===== config.mk =====
export PLATFORM = sky130hd
export DESIGN_NAME = fft_frame_sched
export DESIGN_NICKNAME = d
export VERILOG_FILES = /design/src/rtl/fft_sched_pkg.sv /design/src/rtl/fft_frame_sched_pp_buffer.sv /design/src/rtl/fft_frame_sched.sv
export SDC_FILE = /design/constraint.sdc
export NUM_CORES = 2
export LEC_CHECK = 0
export ABC_AREA = 1
export BUFFER_PORTS_ARGS = -buffer_cell sky130_fd_sc_hd__buf_4
export CORE_ASPECT_RATIO = 0.8
export CORE_MARGIN = 2
export CORE_UTILIZATION = 45
export CTS_CLUSTER_SIZE = 40
export DETAILED_ROUTE_END_ITERATION = 7
export PLACE_DENSITY_LB_ADDON = 0.08
export SLEW_MARGIN = 20
export SYNTH_ARGS = -nofsm -noshare
export SYNTH_HDL_FRONTEND = slang
export SYNTH_HIERARCHICAL = 1
export SYNTH_SLANG_ARGS = --single-unit

===== constraint.sdc =====
create_clock -name clk -period 9.9 [get_ports clk]
set_clock_uncertainty 0.05 [all_clocks]
set_input_delay 1.98 -clock clk [delete_from_list [all_inputs] [get_ports clk]]
set_output_delay 1.98 -clock clk [all_outputs]
set_load 0.01 [all_outputs]

===== src/rtl/fft_sched_pkg.sv =====
// Shared types and constants for the FFT frame scheduler: read-FSM encoding,
// frame geometry and the frames-in-flight bookkeeping helper.
package fft_sched_pkg;

    localparam int NALL_DEF = 6;
    localparam int FRAME    = 1 << NALL_DEF;
    localparam int FLY_W    = 3;

    typedef enum logic [1:0] {
        ST_IDLE  = 2'd0,
        ST_GAPW  = 2'd1,
        ST_BURST = 2'd2
    } rd_state_e;

    // Frames-in-flight update: an issue and a done in the same cycle cancel,
    // the count saturates at both ends instead of wrapping.
    function automatic logic [FLY_W-1:0] fly_next(
        input logic [FLY_W-1:0] cur,
        input logic             issue,
        input logic             done
    );
        logic [FLY_W-1:0] res;
        case ({issue, done})
            2'b10:   res = (cur == {FLY_W{1'b1}}) ? cur : cur + {{(FLY_W-1){1'b0}}, 1'b1};
            2'b01:   res = (cur == {FLY_W{1'b0}}) ? cur : cur - {{(FLY_W-1){1'b0}}, 1'b1};
            default: res = cur;
        endcase
        return res;
    endfunction

endpackage


===== src/rtl/fft_frame_sched_pp_buffer.sv =====
// Two-bank ping-pong sample store: synchronous write, registered read that
// holds its last value whenever no read is requested.
module pp_buffer #(
    parameter int DW = 32,
    parameter int AW = 7
) (
    input  logic          i_clk,
    input  logic          i_rst_n,
    input  logic          i_we,
    input  logic [AW-1:0] i_waddr,
    input  logic [DW-1:0] i_wdata,
    input  logic          i_re,
    input  logic [AW-1:0] i_raddr,
    output logic [DW-1:0] o_rdata
);

    logic [DW-1:0] r_mem [2**AW];
    logic [DW-1:0] r_rdata;

    // Write port: the bank bit is the address MSB
    always_ff @(posedge i_clk) begin
        if (i_we) begin
            r_mem[i_waddr] <= i_wdata;
        end
    end

    // Read port: one-cycle registered read, value held between bursts
    always_ff @(posedge i_clk or negedge i_rst_n) begin
        if (!i_rst_n) begin
            r_rdata <= {DW{1'b0}};
        end else if (i_re) begin
            r_rdata <= r_mem[i_raddr];
        end
    end

    assign o_rdata = r_rdata;

endmodule


===== src/rtl/fft_frame_sched.sv =====
// Frame scheduler in front of a pipelined FFT core: collects a gappy sample
// stream into ping-pong banks and issues each full bank as one gap-separated burst.
module fft_frame_sched
    import fft_sched_pkg::*;
#(
    parameter int width  = 16,
    parameter int NALL   = NALL_DEF,
    parameter int GAP    = 1,
    parameter int MAXFLY = 7
) (
    input  logic                    clk,
    input  logic                    areset,
    input  logic                    flush,
    input  logic                    s_valid,
    output logic                    s_ready,
    input  logic signed [width-1:0] s_re,
    input  logic signed [width-1:0] s_im,
    output logic                    fft_din_en,
    output logic signed [width-1:0] fft_din_re,
    output logic signed [width-1:0] fft_din_im,
    input  logic                    fft_dout_en,
    input  logic [NALL-1:0]         fft_dout_cnt,
    output logic                    frame_done,
    output logic [FLY_W-1:0]        in_flight,
    output logic                    busy,
    output logic                    err_ovf
);

    localparam int GW = $clog2(GAP + 1);
    localparam logic [NALL-1:0] LAST_ADDR = {NALL{1'b1}};

    // write side
    logic [NALL-1:0]    r_wcnt;
    logic               r_wb;
    logic [1:0]         r_full;
    // read side
    rd_state_e          r_state;
    logic [NALL-1:0]    r_rcnt;
    logic               r_rb;
    logic [GW-1:0]      r_gap_cnt;
    logic               r_din_en;
    // completion side
    logic               r_frame_done;
    logic [FLY_W-1:0]   r_in_flight;
    logic               r_err_ovf;

    logic               w_wr_fire;
    logic               w_wr_last;
    logic               w_rd_act;
    logic               w_issue;
    logic               w_done;
    logic               w_start;
    logic [1:0]         w_full_set;
    logic [1:0]         w_full_clr;
    logic [1:0]         w_full_nxt;
    logic [2*width-1:0] w_rd_data;

    assign s_ready    = ~r_full[r_wb];
    assign w_wr_fire  = s_valid & s_ready & ~flush;
    assign w_wr_last  = w_wr_fire & (r_wcnt == LAST_ADDR);

    assign w_rd_act   = (r_state == ST_BURST) & ~flush;
    assign w_issue    = w_rd_act & (r_rcnt == LAST_ADDR);
    assign w_start    = (r_state == ST_IDLE) & r_full[r_rb]
                      & (r_gap_cnt == {GW{1'b0}})
                      & (r_in_flight < FLY_W'(MAXFLY));

    assign w_done     = fft_dout_en & (fft_dout_cnt == LAST_ADDR);

    // Fill and drain of different banks in the same cycle must both land
    assign w_full_set = {w_wr_last & r_wb, w_wr_last & ~r_wb};
    assign w_full_clr = {w_issue & r_rb, w_issue & ~r_rb};
    assign w_full_nxt = (r_full | w_full_set) & ~w_full_clr;

    pp_buffer #(
        .DW (2 * width),
        .AW (NALL + 1)
    ) u_buf (
        .i_clk   (clk),
        .i_rst_n (areset),
        .i_we    (w_wr_fire),
        .i_waddr ({r_wb, r_wcnt}),
        .i_wdata ({s_re, s_im}),
        .i_re    (w_rd_act),
        .i_raddr ({r_rb, r_rcnt}),
        .o_rdata (w_rd_data)
    );

    // Write-side fill counter, bank select and bank-full flags
    always_ff @(posedge clk or negedge areset) begin
        if (!areset) begin
            r_wcnt <= {NALL{1'b0}};
            r_wb   <= 1'b0;
            r_full <= 2'b00;
        end else if (flush) begin
            r_wcnt <= {NALL{1'b0}};
            r_wb   <= 1'b0;
            r_full <= 2'b00;
        end else begin
            r_full <= w_full_nxt;
            if (w_wr_last) begin
                r_wcnt <= {NALL{1'b0}};
                r_wb   <= ~r_wb;
            end else if (w_wr_fire) begin
                r_wcnt <= r_wcnt + {{(NALL-1){1'b0}}, 1'b1};
            end
        end
    end

    // Read FSM: idle until a full bank may go, stream it, then enforce the gap
    always_ff @(posedge clk or negedge areset) begin
        if (!areset) begin
            r_state   <= ST_IDLE;
            r_rcnt    <= {NALL{1'b0}};
            r_rb      <= 1'b0;
            r_gap_cnt <= GW'(GAP);
            r_din_en  <= 1'b0;
        end else if (flush) begin
            r_state   <= ST_GAPW;
            r_rcnt    <= {NALL{1'b0}};
            r_rb      <= 1'b0;
            r_gap_cnt <= GW'(GAP);
            r_din_en  <= 1'b0;
        end else begin
            r_din_en <= (r_state == ST_BURST);
            case (r_state)
                ST_IDLE: begin
                    if (w_start) begin
                        r_state <= ST_BURST;
                        r_rcnt  <= {NALL{1'b0}};
                    end else if (r_gap_cnt != {GW{1'b0}}) begin
                        r_gap_cnt <= r_gap_cnt - {{(GW-1){1'b0}}, 1'b1};
                    end
                end
                ST_BURST: begin
                    if (r_rcnt == LAST_ADDR) begin
                        r_rcnt    <= {NALL{1'b0}};
                        r_rb      <= ~r_rb;
                        r_gap_cnt <= GW'(GAP);
                        r_state   <= ST_GAPW;
                    end else begin
                        r_rcnt <= r_rcnt + {{(NALL-1){1'b0}}, 1'b1};
                    end
                end
                ST_GAPW: begin
                    // the last gap cycle hands over to IDLE with the gap already done
                    if (r_gap_cnt <= {{(GW-1){1'b0}}, 1'b1}) begin
                        r_gap_cnt <= {GW{1'b0}};
                        r_state   <= ST_IDLE;
                    end else begin
                        r_gap_cnt <= r_gap_cnt - {{(GW-1){1'b0}}, 1'b1};
                    end
                end
                default: begin
                    r_state <= ST_IDLE;
                end
            endcase
        end
    end

    // Completion tracking; flush leaves frames already in the core untouched
    always_ff @(posedge clk or negedge areset) begin
        if (!areset) begin
            r_frame_done <= 1'b0;
            r_in_flight  <= {FLY_W{1'b0}};
            r_err_ovf    <= 1'b0;
        end else begin
            r_frame_done <= w_done;
            r_in_flight  <= fly_next(r_in_flight, w_issue, w_done);
            if (w_done && (r_in_flight == {FLY_W{1'b0}})) begin
                r_err_ovf <= 1'b1;
            end
        end
    end

    assign fft_din_en = r_din_en;
    assign fft_din_re = w_rd_data[2*width-1 -: width];
    assign fft_din_im = w_rd_data[width-1:0];
    assign frame_done = r_frame_done;
    assign in_flight  = r_in_flight;
    assign err_ovf    = r_err_ovf;
    assign busy       = (r_full != 2'b00) | (r_state == ST_BURST) | r_din_en
                      | (r_in_flight != {FLY_W{1'b0}});

endmodule


==> impl_metrics.json <==
{
  "status": "complete, no violations",
  "cts_root_buffer": "clkbuf_16",
  "drtIter0Drc": 15520,
  "final_area_um2": 186800,
  "die_x_um": 685.2,
  "grt_pass1_vias": 103800,
  "fmax_mhz": 168.4,
  "vias": 111300,
  "path_clk_slew_ps": 60,
  "syn_area_per_cell_um2": 12.21,
  "start_util": 0.4511,
  "cp-start-kind": "register",
  "hold_viol": 0,
  "grt_pass1_wl_mm": 784.6,
  "synth-seq-area-share": 0.7447,
  "placed_area_um2": 173000,
  "holdPathStages": 2,
  "postCtsHoldBufs": 0,
  "async_flop_share": 0.01373,
  "die_y_um": 549.0,
  "syn_to_final_growth_pct": 11.80,
  "grt.overflow.total": 0,
  "place.gp.congestion": 0.8986,
  "num_rows": 200,
  "yosysWarnings": 6,
  "numCtsBuffers": 420,
  "cts_resized": 0,
  "syn-num-nets": 13740,
  "drive_above_1_share": 0.08143,
  "p_leak_nw": 64.18,
  "synth.area.mux_share": 0,
  "placedCellCount": 18080,
  "antenna_found_initial": 32,
  "final_cell_mix": "4302 x nand2_1, 4096 x edfxtp_1, 4054 x nand3_1, 427 x clkbuf_16, 293 x buf_4",
  "wl_per_cell_um": 29.40,
  "power_density_nw_per_um2": 206.5,
  "final_antenna_net_count": 0,
  "fin_crit_sh": 0.5997,
  "setup_tns_ps": 0,
  "dp_worst_setup_slack_ps": 4233,
  "cts_tree": "built",
  "grt_usage": 0.2890,
  "yosys.area_share.simple": 0.2226,
  "syn_area_um2": 167100,
  "rsz0062_at_grt": "no",
  "ir_drop_v": 0.0001832,
  "ys_seq_elements": 4153,
  "synth_cells": 13690,
  "dieArea_um2": 376200,
  "clkSinkCount": 4153,
  "synthAdderAreaFrac": 0.0005692,
  "ys_types": 33,
  "clockBufferDepth": 4,
  "layout.nets": 13630,
  "worstMarginPinSlew_ps": 1284,
  "synth-edff-count": 4096,
  "slew_headroom": 0.1440,
  "fin_crit_ps": 5937,
  "final_cells": 18870,
  "htree_levels": 5,
  "setup-violations-final": 0,
  "nFillCells": 31940,
  "cp-end-kind": "register",
  "routed_wl_mm": 554.9,
  "hpwl_mm": 312.5,
  "critPathArrivalTime_ps": 6810,
  "reg2reg_depth": 13,
  "drc_errors": 0,
  "core_um2": 370400,
  "cap_violations": 0,
  "post-cts-setup-buffers": 0,
  "finalMaxSlewViolations": 0,
  "grt_start_max_net_pins": 212,
  "synth_compound_area_frac": 0.0006441,
  "port_buffers": 82,
  "power_mw": 38.56,
  "insertion_delay_ps": 990,
  "worstPathRequired_ps": 10770,
  "final_common_cell": "nand2_1",
  "synth-xor-area-share": 0.0001048,
  "worst_slack_ps": 3963,
  "avgViaCountPerCell": 5.897,
  "critPathKind": "reg2reg",
  "hold_path.class": "reg2reg",
  "rrSetupSlack_ps": 3960,
  "synth_top_family_by_area": "simple AND/OR/NAND/NOR gates",
  "ys.flop_type": "edfxtp_1",
  "drtPass1Iterations": 6,
  "path_max_fanout": 163,
  "io_pins": 83
}
## sequential cells by signal, summed over array words and instances, names as in the netlist
register and count:
r_full 2, r_gap_cnt 1, r_rcnt 6, r_rb 1, r_state 2, frame_done 1, r_wb 1, r_wcnt 6
err_ovf 1, u_buf/o_rdata 32, in_flight 3, fft_din_en 1, u_buf/r_mem 4096
## area by class of cell
type | instances | area [um^2] | share of cell area
inverters | 54 | 255.2 | 0.001367
flip-flops and latches | 4153 | 124400 | 0.6663
clock buffers | 518 | 11100 | 0.05941
clock inverters | 242 | 2246 | 0.01202
diodes | 11 | 27.53 | 0.0001474
well taps | 4949 | 6192 | 0.03315
repair buffers | 382 | 4104 | 0.02197
multi-input cells | 8564 | 38410 | 0.2057
## cells by family after synthesis
| family | after synthesis |
|---|---|
| and+or+nand+nor | 8536 |
| DFF | 4153 |
| buffers and inverters | 971 |
| AOI/OAI and AO/OA | 19 |
| adders and majority gates | 7 |
| xor gates and xnor gates | 2 |
## through the flow
stage,util,hold WS [ps]
4_1_cts,0.5032,417.6
6_report,0.5043,417.9
3_5_place_dp,0.4672,404.1
5_1_grt,0.5043,442.0
2_1_floorplan,-,391.8
3_3_place_gp,0.4649,406.1
## power by group
group,internal (mW),leakage [nW],switching [mW],total [mW]
clock network,8.92,6.57,6.79,15.7
logic,0.764,20.1,2.51,3.27
registers,19.4,37.5,0.180,19.6
total,29.1,64.2,9.48,38.6
## layer usage
layer | share of wire | track usage
met1 | 0.43 | 0.4293
met2 | 0.44 | 0.4254
met3 | 0.10 | 0.06111
met4 | 0.034 | 0.09379
met5 | 0.00011 | 0
## critical path, cell delays in order, from the launching register on
cell and delay [ps]:
dfrtp_4 870, buf_4 850, buf_12 530, buf_4 840
nand2_1 110, nand3_1 130, nand3_1 130, nand3_1 150
nand3_1 120, nand3_1 700, nand3_1 520, nand2_1 210
nand2_1 60, nand2_1 80
## cells in the mapped netlist, types with 2 or more instances
cell	n	share of area
xor2_1	2	0.00010
ha_1	6	0.00045
nor2_1	143	0.0032
nor3_1	12	0.00036
nand2_2	3	0.00011
buf_4	82	0.0037
o21bai_1	2	0.000090
nand4_1	4	0.00015
clkbuf_1	125	0.0028
nand2_1	4311	0.097
o21ai_0	9	0.00027
inv_1	50	0.0011
edfxtp_1	4096	0.74
inv_2	2	0.000045
dfrtp_1	56	0.0084
or2_2	3	0.00011
nand3_1	4054	0.12
nor2_4	3	0.00020
a21oi_1	4	0.00012
buf_1	102	0.0023
buf_8	5	0.00045
buf_6	74	0.0050
buf_2	529	0.016
inv_4	2	0.000075
## worst paths after layout
kind	start	endpoint
worst max-delay path	r_rcnt[0]$_DFFE_PN0P_	u_buf/o_rdata[26]$_DFFE_PN0P_
worst min-delay path	r_gap_cnt$_DFFE_PN1P_	r_gap_cnt$_DFFE_PN1P_
worst max register to register	r_rcnt[0]$_DFFE_PN0P_	u_buf/o_rdata[26]$_DFFE_PN0P_
worst min register to register	r_gap_cnt$_DFFE_PN1P_	r_gap_cnt$_DFFE_PN1P_
max in group asynchronous	areset	u_buf/o_rdata[0]$_DFFE_PN0P_
min in group asynchronous	areset	err_ovf$_DFFE_PN0P_
No activity file was read; power rests on OpenSTA's default activity.
